<file path="config.mk">
export PLATFORM = sky130hd
export DESIGN_NAME = timestamped_token_driver
export DESIGN_NICKNAME = d
export VERILOG_FILES = /design/src/rtl/timestamped_token_driver.sv
export SDC_FILE = /design/constraint.sdc
export NUM_CORES = 1
export LEC_CHECK = 0
export ABC_CLOCK_PERIOD_IN_PS = 7800
export BUFFER_PORTS_ARGS = -buffer_cell sky130_fd_sc_hd__clkbuf_2
export CORE_ASPECT_RATIO = 1.2
export CORE_MARGIN = 1
export CORE_UTILIZATION = 50
export DETAILED_ROUTE_END_ITERATION = 8
export GPL_TIMING_DRIVEN = 1
export PLACE_DENSITY_LB_ADDON = 0.08
export SLEW_MARGIN = 0
export SYNTH_ARGS = -nofsm -noshare
export SYNTH_HDL_FRONTEND = slang
export SYNTH_SLANG_ARGS = --single-unit
</file>
<file path="constraint.sdc">
create_clock -name clock -period 7.8 [get_ports clock]
set_input_delay 1.17 -clock clock [delete_from_list [all_inputs] [get_ports clock]]
set_output_delay 1.17 -clock clock [all_outputs]
set_load 0.005 [all_outputs]
</file>
<file path="src/rtl/timestamped_token_driver.sv">
// Timestamped token driver.
// Accepts (time, value) tokens into a small FIFO and keeps a local time
// counter. When local time reaches the stamp of the oldest buffered token, the
// token's value is registered onto q and the token is popped. A token that is
// found already in the past is still applied, one per cycle, and leaves the
// sticky late_err flag set.
//
// Handshake: a token moves from the producer into the buffer on a rising clock
// edge where in_valid and in_ready are both high. in_valid and the token
// fields must stay stable until that edge. in_ready depends only on registered
// state (buffer occupancy and the post-reset enable), never on in_valid.
module timestamped_token_driver #(
   parameter int DATA_WIDTH = 1,
   parameter int TIME_WIDTH = 32,
   parameter int INIT_VALUE = 0,
   parameter int DEPTH      = 4
) (
   input  logic                         clock,
   input  logic                         reset,
   input  logic                         advance,
   input  logic                         in_valid,
   output logic                         in_ready,
   input  logic [TIME_WIDTH-1:0]        in_time,
   input  logic [DATA_WIDTH-1:0]        in_data,
   output logic [DATA_WIDTH-1:0]        q,
   output logic [TIME_WIDTH-1:0]        now,
   output logic [$clog2(DEPTH+1)-1:0]   count,
   output logic                         empty,
   output logic                         late_err
);

   localparam int PTR_W = (DEPTH > 1) ? $clog2(DEPTH) : 1;
   localparam int CNT_W = $clog2(DEPTH + 1);
   localparam logic [DATA_WIDTH-1:0] INIT_Q = DATA_WIDTH'(INIT_VALUE);
   localparam logic [CNT_W-1:0]      FULL_COUNT = CNT_W'(DEPTH);

   // Token storage
   logic [TIME_WIDTH-1:0] mem_time_q [DEPTH];
   logic [TIME_WIDTH-1:0] mem_time_d [DEPTH];
   logic [DATA_WIDTH-1:0] mem_data_q [DEPTH];
   logic [DATA_WIDTH-1:0] mem_data_d [DEPTH];

   // Pointers, occupancy and time base
   logic [PTR_W-1:0]      wr_ptr_q, wr_ptr_d;
   logic [PTR_W-1:0]      rd_ptr_q, rd_ptr_d;
   logic [CNT_W-1:0]      count_q, count_d;
   logic [TIME_WIDTH-1:0] now_q, now_d;

   // Driven signal and status
   logic [DATA_WIDTH-1:0] q_q, q_d;
   logic                  late_q, late_d;
   logic                  ready_en_q, ready_en_d;

   // Combinational decode of the head token
   logic [TIME_WIDTH-1:0] head_time;
   logic [DATA_WIDTH-1:0] head_data;
   logic [TIME_WIDTH-1:0] diff;
   logic                  buf_empty;
   logic                  buf_full;
   logic                  head_due;
   logic                  head_late;
   logic                  fire;
   logic                  push;

   // Head inspection and fire decision, all from registered state
   always_comb begin
      head_time = mem_time_q[rd_ptr_q];
      head_data = mem_data_q[rd_ptr_q];
      // Modular difference: MSB set means the stamp is behind local time.
      diff      = head_time - now_q;
      buf_empty = (count_q == '0);
      buf_full  = (count_q == FULL_COUNT);
      head_late = diff[TIME_WIDTH-1];
      head_due  = (diff == '0) || head_late;
      fire      = !buf_empty && head_due;
      // A full buffer refuses a push even when a pop happens this cycle.
      in_ready  = ready_en_q && !buf_full;
      push      = in_valid && in_ready;
   end

   // Next-state for buffer, pointers, time and outputs
   always_comb begin
      mem_time_d = mem_time_q;
      mem_data_d = mem_data_q;
      wr_ptr_d   = wr_ptr_q;
      rd_ptr_d   = rd_ptr_q;
      count_d    = count_q;
      now_d      = now_q;
      q_d        = q_q;
      late_d     = late_q;
      ready_en_d = 1'b1;

      if (push) begin
         mem_time_d[wr_ptr_q] = in_time;
         mem_data_d[wr_ptr_q] = in_data;
         wr_ptr_d             = wr_ptr_q + PTR_W'(1);
      end

      if (fire) begin
         q_d      = head_data;
         rd_ptr_d = rd_ptr_q + PTR_W'(1);
         if (head_late) begin
            late_d = 1'b1;
         end
      end

      case ({push, fire})
         2'b10:   count_d = count_q + CNT_W'(1);
         2'b01:   count_d = count_q - CNT_W'(1);
         default: count_d = count_q;
      endcase

      if (advance) begin
         now_d = now_q + TIME_WIDTH'(1);
      end
   end

   // State registers with asynchronous active-low clear
   always_ff @(posedge clock or negedge reset) begin
      if (!reset) begin
         for (int i = 0; i < DEPTH; i++) begin
            mem_time_q[i] <= '0;
            mem_data_q[i] <= '0;
         end
         wr_ptr_q   <= '0;
         rd_ptr_q   <= '0;
         count_q    <= '0;
         now_q      <= '0;
         q_q        <= INIT_Q;
         late_q     <= 1'b0;
         ready_en_q <= 1'b0;
      end else begin
         mem_time_q <= mem_time_d;
         mem_data_q <= mem_data_d;
         wr_ptr_q   <= wr_ptr_d;
         rd_ptr_q   <= rd_ptr_d;
         count_q    <= count_d;
         now_q      <= now_d;
         q_q        <= q_d;
         late_q     <= late_d;
         ready_en_q <= ready_en_d;
      end
   end

   // Output mapping
   always_comb begin
      q        = q_q;
      now      = now_q;
      count    = count_q;
      empty    = (count_q == '0);
      late_err = late_q;
   end

endmodule

</file>
==> results of run 1 <==
cell families (layout without fill, tap and decap cells):
group                      count (synthesis)  in the layout  synth area share (%)
muxes                                    169            169                  23.1
AOI/OAI and AO/OA                        135            135                  10.2
buffers and inverters                     95            172                  4.01
adders and majority gates                 39             39                  5.11
other                                      1              1                0.0381
DFF                                      174            174                  44.2
and+or+nand+nor                          175            175                  9.01
xor gates and xnor gates                  48             48                  4.27
synthesized netlist by cell type (4+ instances only):
library cell	number
dfrtp_1	174
mux2_2	135
inv_1	54
nand2_1	52
xnor2_1	38
ha_1	37
mux4_2	33
nor2_1	30
a21oi_1	29
nand4_1	24
o21ai_0	21
buf_1	15
nor3_1	15
nand3_1	13
clkbuf_1	12
o21a_1	10
xor2_1	10
nor4_1	9
buf_2	7
a31oi_1	6
nor2b_1	6
o21ai_1	6
a21o_1	5
a211oi_1	4
and4_1	4
o221ai_1	4
o31a_1	4
o31ai_1	4
per-stage QoR:
step / cells / total power (W)
6_report: 1169 / 0.00586
2_1_floorplan: 836 / 0.00409
3_5_place_dp: 1137 / 0.00495
4_1_cts: 1169 / 0.00585
5_1_grt: 1169 / 0.00627
3_3_place_gp: 1137 / 0.00494
how the worst max path moves through the flow:
stage | startpoint | to | slack, ns | depth (start not counted)
4_1_cts | rd_ptr_q[0]$_DFFE_PN0P_ | count[2]$_DFFE_PN0P_ | 1.97 | 18
3_5_place_dp | rd_ptr_q[0]$_DFFE_PN0P_ | count[2]$_DFFE_PN0P_ | 1.98 | 18
6_report | rd_ptr_q[0]$_DFFE_PN0P_ | count[2]$_DFFE_PN0P_ | 2.00 | 18
3_3_place_gp | rd_ptr_q[0]$_DFFE_PN0P_ | count[2]$_DFFE_PN0P_ | 2.03 | 18
5_1_grt | rd_ptr_q[0]$_DFFE_PN0P_ | count[2]$_DFFE_PN0P_ | 1.52 | 18
2_1_floorplan | rd_ptr_q[0]$_DFFE_PN0P_ | count[2]$_DFFE_PN0P_ | 2.69 | 20
area by class of cell:
type / count / area [um2] / share of cell area [%]
multi-input cells: 567 / 5100 / 46.2
flip-flops and latches: 174 / 4360 / 39.5
repair buffers: 84 / 449 / 4.07
clock buffers: 18 / 439 / 3.98
well taps: 256 / 320 / 2.90
inverters: 56 / 210 / 1.90
clock inverters: 14 / 164 / 1.49
metal layers:
| metal | wire [um] | GRT usage (%) | vias to the layer above |
|---|---|---|---|
| met3 | 1030 | 4.36 | 53 |
| met2 | 12200 | 43.1 | 191 |
| met4 | 618 | 8.80 | 0 |
| met5 | 0 | 0 | - |
| met1 | 10900 | 35.0 | 3555 |
| li1 | - | - | 3192 |
cells in the final DEF (no fill, tap or decap), types with 15 or more instances in the layout:
master,synthesis,final
clkbuf_2,0,74
nor3_1,15,15
mux4_2,33,33
dfrtp_1,174,173
ha_1,37,37
mux2_2,135,135
nand4_1,24,24
nor2_1,30,30
inv_1,54,54
clkbuf_16,0,17
xnor2_1,38,38
a21oi_1,29,29
o21ai_0,21,21
nand2_1,52,52
power groups by stage:
stage	clock [W]	sequential (W)	combinational [W]
after floorplan	0	0.00145	0.00265
after global placement	0	0.00154	0.00340
after detailed placement	0	0.00156	0.00339
after CTS	0.000885	0.00155	0.00341
after global routing	0.000925	0.00160	0.00374
final	0.000869	0.00154	0.00345
registers in the layout, summed over array words and instances, names as in the netlist:
register,flops
rd_ptr_q,2
ready_en_q,1
late_err,1
q,1
count,3
mem_time_q,128
mem_data_q,4
wr_ptr_q,2
now,32
worst register-to-register path: cells and delay by family, from the launching register on:
kind,cells,cell delay [ns]
compound gates,5,1.37
simple gates,5,1.13
mux,1,0.54
buf+inv,2,0.41
flops,1,0.93
fa+ha+maj,3,1.04
xor+xnor,2,0.30
==> impl_metrics.py, run 1 <==
metrics = {
    "placed_design": {
        "io_buffers": 75,
        "dp_hpwl_mm": 17.8,
        "gp_congestion": 0.929,
        "place_area_mm2": 0.0104,
        "pre_cts_slack_ns": 1.98,
    },
    "setup_path": {
        "crit_arrival_ns": 6.17,
        "crit_slowest_cell": "dfrtp_2",
        "critical_path_class": "reg2reg",
        "critPathLaunchType": "register",
        "cp-end-kind": "register",
        "cp_max_fo": 22,
        "critical_path.max_stage_delay_ns": 0.93,
        "rrSetupSlack_ns": 2.00,
        "r2r-start": "rd_ptr_q[0]$_DFFE_PN0P_",
        "cpLargestDelayFamily": "compound AO/OA/AOI/OAI gates",
        "crit_chain": "buf_4 > mux4_2 > ha_1 > a21oi_1 > nor2_1 > o21ai_1 > o21ai_0 > a2111o_1 > or4_1 > and4b_1 > nand4b_1 > o22ai_2 > ha_1 > inv_1 > fa_1 > xor2_1 > nor2_1 > xor2_1",
        "timing.rr.end": "count[2]$_DFFE_PN0P_",
        "worst-path-buf-inv": 2,
        "cp.required_ns": 8.16,
        "rr_worst_depth": 18,
    },
    "logic_synthesis": {
        "syn_area_mm2": 0.00985,
        "synth-seq-cells": 174,
        "async_flop_share_pct": 100,
        "syn_inst": 836,
        "synth_seq_area_share_pct": 44.2,
        "synth_top_cell_area_share_pct": 44.2,
        "avgSynthCellArea_um2": 11.8,
        "yosys-top-cells-area": "dfrtp_1, mux2_2, mux4_2",
        "yosys.cell_types.count": 74,
        "synth_nets": 912,
        "synth_edf_count": 0,
        "synth_top_flop_cell": "dfrtp_1",
        "yosys_warnings": 0,
        "synth.largest_area_cell": "dfrtp_1",
    },
    "sta": {
        "finalCritPeriodShare_pct": 74.4,
        "hold_ws_ns": 0.501,
        "rsz0062_at_grt": "false",
        "maxSlewViolCount": 0,
        "setup_viol": 0,
        "hold_viol": 0,
        "fmax_mhz": 172,
        "period_needed_ns": 5.80,
        "setup_slack_ns": 2.00,
        "setup_tns_ns": 0,
        "worst_pin_slew_ns": 1.11,
        "finClkSkew_ns": 0.0107,
        "worst_slew_margin_rel_pct": 25.7,
    },
    "clock_tree": {
        "clk_latency_ns": 0.44,
        "cts.sinks": 174,
        "cts_tree": "done",
        "hold_buffers": 0,
        "cts_buffers": 17,
        "path_clk_slew_ns": 0.07,
        "cts.htree.levels": 4,
        "cts_buffer_depth": 2,
        "cts_root_buf": "clkbuf_16",
        "cts_resized": 0,
        "postCtsSetupRepairBufs": 0,
    },
    "die": {
        "core_mm2": 0.0191,
        "io_pins": 76,
        "num_rows": 55,
        "die_h_um": 156,
        "chipWidth_um": 130,
        "start_util_pct": 51.7,
        "fp.dieArea_mm2": 0.0203,
    },
    "run_status": {
        "status": "finished clean",
    },
    "pwr": {
        "pwr_density_cell_mw_per_mm2": 531,
        "p_int_w": 0.00326,
        "combPwrFrac_pct": 58.8,
        "p_sw_share_pct": 44.4,
        "vdd_drop_max_mv": 0.205,
        "seq_power_share_pct": 26.4,
        "p_leak_nw": 4.76,
        "p_sw_w": 0.00260,
        "clkPwrFrac_pct": 14.8,
    },
    "grt": {
        "gr-total-overflow": 0,
        "antenna_found_initial": 0,
        "grt_usage_pct": 26.2,
        "grt_pass1_wl_mm": 39.8,
        "grt_max_degree": 96,
        "grt_pass1_vias": 7220,
    },
    "final_layout": {
        "utilization_pct": 57.9,
        "drive_gt1_share_pct": 33.2,
        "design_area_mm2": 0.0110,
        "area_growth_syn_to_layout_pct": 12.1,
        "antenna_cells": 0,
        "fill_cells": 1646,
        "final_nets": 976,
    },
    "routing": {
        "antenna_left": 0,
        "remaining_drc_errors": 0,
        "vias_per_cell": 5.98,
        "via_count": 6991,
        "firstDrtPassIters": 8,
        "drt_iter0_markers": 406,
        "wl_mm": 24.8,
        "routedWlPerCell_um": 21.2,
    },
    "flow_run": {
        "maxCapViolCount": 0,
    },
    "hold_path": {
        "hold_end": "mem_time_q[39]$_DFFE_PN0P_",
        "worstHoldStart": "mem_time_q[39]$_DFFE_PN0P_",
        "hold_path_class": "reg2reg",
        "whs_path_depth": 1,
    },
}
No activity file was read; power rests on OpenSTA's default activity.
==> run 2, diff against run 1 <==
--- a/config.mk
+++ b/config.mk
@@ -5,7 +5,8 @@
 export SDC_FILE = /design/constraint.sdc
 export NUM_CORES = 1
 export LEC_CHECK = 0
-export ABC_CLOCK_PERIOD_IN_PS = 7800
+export ABC_AREA = 1
+export ABC_CLOCK_PERIOD_IN_PS = 5900
 export BUFFER_PORTS_ARGS = -buffer_cell sky130_fd_sc_hd__clkbuf_2
 export CORE_ASPECT_RATIO = 1.2
 export CORE_MARGIN = 1
==> constraint.sdc (replaced) <==
create_clock -name clock -period 5.9 [get_ports clock]
set_input_delay 0.885 -clock clock [delete_from_list [all_inputs] [get_ports clock]]
set_output_delay 0.885 -clock clock [all_outputs]
set_load 0.005 [all_outputs]
==> run 2 against run 1 <==
Effect of this change:
- critical path type unchanged
- clock skew up 0.0018 ns
- highest routed layer unchanged
- routed wire length up 7.2%
- fmax up 18%
- non-clock buffer count up 2
- clock-buffer cell count unchanged
- global-route usage down 0.19 points
- area after synthesis up 6.3%
- combinational power up 22%
- sequential power up 29%
==> impl_metrics.py, run 2 <==
metrics = {
    "run_status": {
        "status": "finished clean",
    },
    "die": {
        "core_mm2": 0.0204,
        "die_h_um": 160,
        "io_pins": 76,
        "num_rows": 57,
        "start_util_pct": 51.3,
        "chipWidth_um": 134,
        "fp.dieArea_mm2": 0.0215,
    },
    "logic_synthesis": {
        "synth_seq_area_share_pct": 41.6,
        "syn_area_mm2": 0.0105,
        "async_flop_share_pct": 100,
        "netlist_top_cells_count": "nand2_1, inv_1, dfrtp_1",
        "synth.largest_area_cell": "dfrtp_1",
        "yosys.cell_count.top_type": "nand2_1",
        "yosys.cell_types.count": 41,
        "synth_edf_count": 0,
        "synth_top_cell_area_share_pct": 41.6,
        "yosys-top-cells-area": "dfrtp_1, mux2_2, nand2_1",
        "yosys_warnings": 0,
        "synth_nets": 1336,
        "syn_inst": 1260,
        "synth-seq-cells": 174,
        "avgSynthCellArea_um2": 8.31,
        "synth_top_flop_cell": "dfrtp_1",
    },
    "setup_path": {
        "rr_worst_depth": 27,
        "cp.required_ns": 6.22,
        "crit_slowest_cell": "inv_1",
        "rrSetupSlack_ns": 1.0,
        "critical_path.max_stage_delay_ns": 0.63,
        "cpMostUsedCell": "nand2_1",
        "critical_path.startpoint": "rd_ptr_q[1]$_DFFE_PN0P_",
        "critical_path_class": "reg2reg",
        "cp-end-kind": "register",
        "r2r-start": "rd_ptr_q[1]$_DFFE_PN0P_",
        "crit_arrival_ns": 5.23,
        "cp_max_fo": 25,
        "critPathLaunchType": "register",
        "timing.rr.end": "count[2]$_DFFE_PN0P_",
    },
    "placed_design": {
        "dp_cells": 1578,
        "place_area_mm2": 0.0111,
        "io_buffers": 75,
        "gp_congestion": 0.938,
        "dp_hpwl_mm": 19.5,
        "pre_cts_slack_ns": 1.01,
    },
    "grt": {
        "grt_max_degree": 84,
        "grt_pass1_vias": 8393,
        "antenna_found_initial": 0,
        "grt_pass1_wl_mm": 43.0,
        "grt_usage_pct": 26.0,
        "gr-total-overflow": 0,
    },
    "clock_tree": {
        "cts_resized": 0,
        "cts.htree.levels": 4,
        "cts_buffers": 17,
        "hold_buffers": 0,
        "cts.sinks": 174,
        "cts_tree": "done",
        "cts_buffer_depth": 2,
        "cts_root_buf": "clkbuf_16",
        "clk_latency_ns": 0.44,
        "postCtsSetupRepairBufs": 0,
        "path_clk_slew_ns": 0.08,
    },
    "sta": {
        "rsz0062_at_grt": "false",
        "worst_slew_margin_rel_pct": 20.8,
        "setup_viol": 0,
        "finClkSkew_ns": 0.0125,
        "setup_tns_ns": 0,
        "finalCritPeriodShare_pct": 83.1,
        "period_needed_ns": 4.90,
        "hold_viol": 0,
        "worst_pin_slew_ns": 1.19,
        "fmax_mhz": 204,
        "setup_slack_ns": 0.996,
        "maxSlewViolCount": 0,
    },
    "final_layout": {
        "drive_gt1_share_pct": 20.4,
        "antenna_cells": 0,
        "registers.top_by_ff_count": "mem_time_q",
        "area_growth_syn_to_layout_pct": 12.2,
        "design_area_mm2": 0.0117,
        "final_nets": 1408,
        "final_cell_mix": "nand2_1, inv_1, dfrtp_1",
        "largest_reg_flops": 128,
        "fill_cells": 1946,
        "fin_cells": 1610,
        "layout_commonest_cell": "nand2_1",
    },
    "routing": {
        "routedWlPerCell_um": 16.5,
        "firstDrtPassIters": 6,
        "drt_iter0_markers": 554,
        "vias_per_cell": 5.26,
        "via_count": 8476,
        "remaining_drc_errors": 0,
        "wl_mm": 26.6,
        "antenna_left": 0,
    },
    "pwr": {
        "p_leak_nw": 5.98,
        "vdd_drop_max_mv": 0.311,
        "pwr_density_cell_mw_per_mm2": 625,
    },
    "flow_run": {
        "maxCapViolCount": 0,
    },
    "hold_path": {
        "hold_path_class": "in2async",
    },
}
## run 2: stage by stage
stage               hold slack, ns  utilization, %  total power [W]
floorplan                    0.465               -          0.00504
global placement             0.462            54.6          0.00613
detailed placement           0.468            54.6          0.00618
CTS                          0.493            57.6          0.00733
global route                 0.512            57.6          0.00798
finish                       0.479            57.6          0.00734
## run 2: logic make-up after synthesis
| logic type | count (synthesis) | synth area share, % |
|---|---|---|
| xor+xnor | 45 | 3.77 |
| buf+inv | 222 | 8.17 |
| mux | 127 | 13.7 |
| other cells | 1 | 0.0358 |
| fa+ha+maj | 39 | 4.81 |
| compound gates | 134 | 6.90 |
| flops | 174 | 41.6 |
| simple gates | 518 | 21.1 |
## run 2: power by group
group / total, W / internal, W / switching [W]
Combinational: 0.00422 / 0.00159 / 0.00263
Sequential: 0.00199 / 0.00171 / 0.000279
Clock: 0.00113 / 0.000573 / 0.000562
## run 2: worst max path at each step
| stage | end | slack (ns) | depth (start not counted) |
|---|---|---|---|
| after global placement | count[2]$_DFFE_PN0P_ | 1.16 | 25 |
| after detailed placement | count[2]$_DFFE_PN0P_ | 1.01 | 25 |
| final | count[2]$_DFFE_PN0P_ | 1.0 | 27 |
| after floorplan | count[2]$_DFFE_PN0P_ | 1.97 | 29 |
| after global routing | count[2]$_DFFE_PN0P_ | 0.57 | 26 |
| after CTS | count[2]$_DFFE_PN0P_ | 1.01 | 25 |
## run 2: per-layer routing
layer,wire length [um],track usage (%),up-vias
li1,-,-,4192
met1,12100,34.0,4071
met5,0,0,-
met3,941,4.04,43
met2,12900,43.8,170
met4,633,8.84,0
## run 2: final cells by class
class | count | area [um2] | area share, %
inverter | 189 | 709 | 6.04
multi-input combinational | 864 | 5280 | 44.9
sequential | 174 | 4360 | 37.1
timing repair buffer | 86 | 464 | 3.95
clock inverter | 14 | 173 | 1.47
clock buffer | 18 | 429 | 3.66
tap | 265 | 332 | 2.82
## run 2: worst max-delay path, delay by kind of cell, from the launching register on
family	cells	cell delay, ns
fa+ha+maj	3	0.87
flops	1	0.38
compound gates	5	1.04
buf+inv	4	0.82
simple gates	14	1.51
xor+xnor	1	0.14
==> run 3, diff against run 2 <==
--- a/config.mk
+++ b/config.mk
@@ -6,7 +6,7 @@
 export NUM_CORES = 1
 export LEC_CHECK = 0
 export ABC_AREA = 1
-export ABC_CLOCK_PERIOD_IN_PS = 5900
+export ABC_CLOCK_PERIOD_IN_PS = 4500
 export BUFFER_PORTS_ARGS = -buffer_cell sky130_fd_sc_hd__clkbuf_2
 export CORE_ASPECT_RATIO = 1.2
 export CORE_MARGIN = 1
==> constraint.sdc (replaced) <==
create_clock -name clock -period 4.5 [get_ports clock]
set_input_delay 0.675 -clock clock [delete_from_list [all_inputs] [get_ports clock]]
set_output_delay 0.675 -clock clock [all_outputs]
set_load 0.005 [all_outputs]
==> run 3 against run 2 <==
Effect of this change:
- via count grew 0.78%
- power grew 40%
- cell area grew 3.9%
- combinational power increased by 45%
- sequential share of layout area down 1.4 points
- largest power group unchanged
==> impl_metrics.py, run 3 (synthesis gave the netlist of run 2 again) <==
metrics = {
    "run_status": {
        "status": "finished clean",
    },
    "grt": {
        "grt_usage_pct": 26.1,
        "grt_max_degree": 92,
        "gr-total-overflow": 0,
        "antenna_found_initial": 0,
        "grt_pass1_wl_mm": 43.3,
        "grt_pass1_vias": 8391,
    },
    "sta": {
        "fmax_mhz": 238,
        "finClkSkew_ns": 0.0143,
        "setup_viol": 0,
        "setup_tns_ns": 0,
        "finalCritPeriodShare_pct": 93.4,
        "worst_slew_margin_rel_pct": 21.8,
        "period_needed_ns": 4.20,
        "hold_viol": 0,
        "maxSlewViolCount": 0,
        "worst_pin_slew_ns": 1.17,
        "hold_ws_ns": 0.275,
    },
    "clock_tree": {
        "clk_latency_ns": 0.44,
        "cts.htree.levels": 4,
        "cts_root_buf": "clkbuf_16",
        "cts_buffer_depth": 2,
        "cts.sinks": 174,
        "cts_tree": "done",
        "cts_buffers": 17,
        "path_clk_slew_ns": 0.07,
    },
    "setup_path": {
        "cp_max_fo": 18,
        "critical_path_class": "reg2reg",
        "cp.required_ns": 4.82,
        "critPathLaunchType": "register",
        "cp-end-kind": "register",
        "crit_arrival_ns": 4.52,
    },
    "die": {
        "chipWidth_um": 134,
        "io_pins": 76,
        "die_h_um": 160,
        "core_mm2": 0.0204,
        "num_rows": 57,
        "start_util_pct": 51.3,
        "fp.dieArea_mm2": 0.0215,
    },
    "routing": {
        "maxUsedRoutingLayer": "met4",
        "antenna_left": 0,
        "via_count": 8542,
        "wl_met2_mm": 12.9,
        "routedWlPerCell_um": 16.5,
        "firstDrtPassIters": 5,
        "remaining_drc_errors": 0,
        "wl_mm": 27.0,
        "drt_iter0_markers": 415,
        "met3_length_um": 776,
        "m1WireLength_mm": 12.8,
        "vias_per_cell": 5.23,
    },
    "final_layout": {
        "area_growth_syn_to_layout_pct": 16.5,
        "registers.top_by_ff_count": "mem_time_q",
        "utilization_pct": 59.8,
        "final_cell_mix": "nand2_1, inv_1, dfrtp_1",
        "fill_cells": 1854,
        "largest_reg_flops": 128,
        "layout_commonest_cell": "nand2_1",
        "final_nets": 1430,
        "drive_gt1_share_pct": 24.8,
        "antenna_cells": 0,
    },
    "placed_design": {
        "dp_hpwl_mm": 19.5,
        "io_buffers": 75,
        "gp_congestion": 0.922,
    },
    "pwr": {
        "fin_total_pwr_w": 0.0103,
        "pwr_density_cell_mw_per_mm2": 841,
        "p_leak_nw": 6.17,
        "vdd_drop_max_mv": 0.361,
    },
    "flow_run": {
        "maxCapViolCount": 0,
    },
    "hold_path": {
        "hold_path_class": "in2async",
    },
}
[run 3: final timing paths]
path / startpoint / end / slack, ns / cells after the start
min reg2reg: late_err$_DFFE_PN0P_ / late_err$_DFFE_PN0P_ / 0.48 / 1
max in group asynchronous: reset / mem_time_q[88]$_DFFE_PN0P_ / 3.26 / 2
max reg2reg: rd_ptr_q[0]$_DFFE_PN0P_ / count[2]$_DFFE_PN0P_ / 0.30 / 26
max: rd_ptr_q[0]$_DFFE_PN0P_ / count[2]$_DFFE_PN0P_ / 0.30 / 26
min in group clock: late_err$_DFFE_PN0P_ / late_err$_DFFE_PN0P_ / 0.48 / 1
min: reset / mem_time_q[69]$_DFFE_PN0P_ / 0.28 / 1
[run 3: worst max-delay path, cell delays in order, from the launching register on]
cell	delay [ns]
dfrtp_2	0.43
clkinvlp_4	0.18
clkbuf_16	0.22
o21ai_0	0.15
o22ai_1	0.16
ha_1	0.43
nand2_1	0.12
nor2_1	0.15
inv_1	0.11
nor3_2	0.19
and2_1	0.16
nand2_1	0.10
nand3_1	0.09
nand2_1	0.06
nor2_1	0.10
nand2_1	0.06
nor2_1	0.11
nand3_2	0.11
nand2_2	0.09
nand2_2	0.05
inv_1	0.06
ha_1	0.13
inv_1	0.07
fa_1	0.37
a21oi_1	0.14
o21ai_0	0.11
xnor2_1	0.13
[run 3: routing by layer]
metal	global-route usage, %	vias up
met4	7.81	0
li1	-	4222
met5	0	-
met3	3.41	31
met1	35.9	4132
met2	42.9	157
[run 3: final cells by class]
cell class / count / area, um2 / area share [%]
clock buffer: 17 / 425 / 3.49
clock inverter: 15 / 186 / 1.53
inverter: 189 / 713 / 5.85
multi-input combinational: 864 / 5490 / 45.0
sequential: 174 / 4360 / 35.7
tap: 265 / 332 / 2.72
timing repair buffer: 108 / 699 / 5.73
[run 3: timing repair]
action	in CTS	in global routing
resized for setup	0	53
buffers inserted	0	12
endpoints found under the setup margin	0	2
hold endpoints to repair	0	0
hold buffers	0	0
[run 3: power breakdown]
| part | internal [W] | leakage, nW | switching, W |
|---|---|---|---|
| Clock | 0.000808 | 0.301 | 0.000728 |
| Combinational | 0.00248 | 3.80 | 0.00363 |
| Sequential | 0.00224 | 2.07 | 0.000376 |
| Total | 0.00553 | 6.17 | 0.00473 |
[run 3: per-stage QoR]
stage               cell area (um2)  worst slack, ns  std cells
floorplan                     10500            0.574       1260
global route                  12200          -0.0261       1632
CTS                           11900            0.130       1619
finish                        12200            0.297       1632
global placement              11200            0.108       1587
detailed placement            11200            0.140       1587
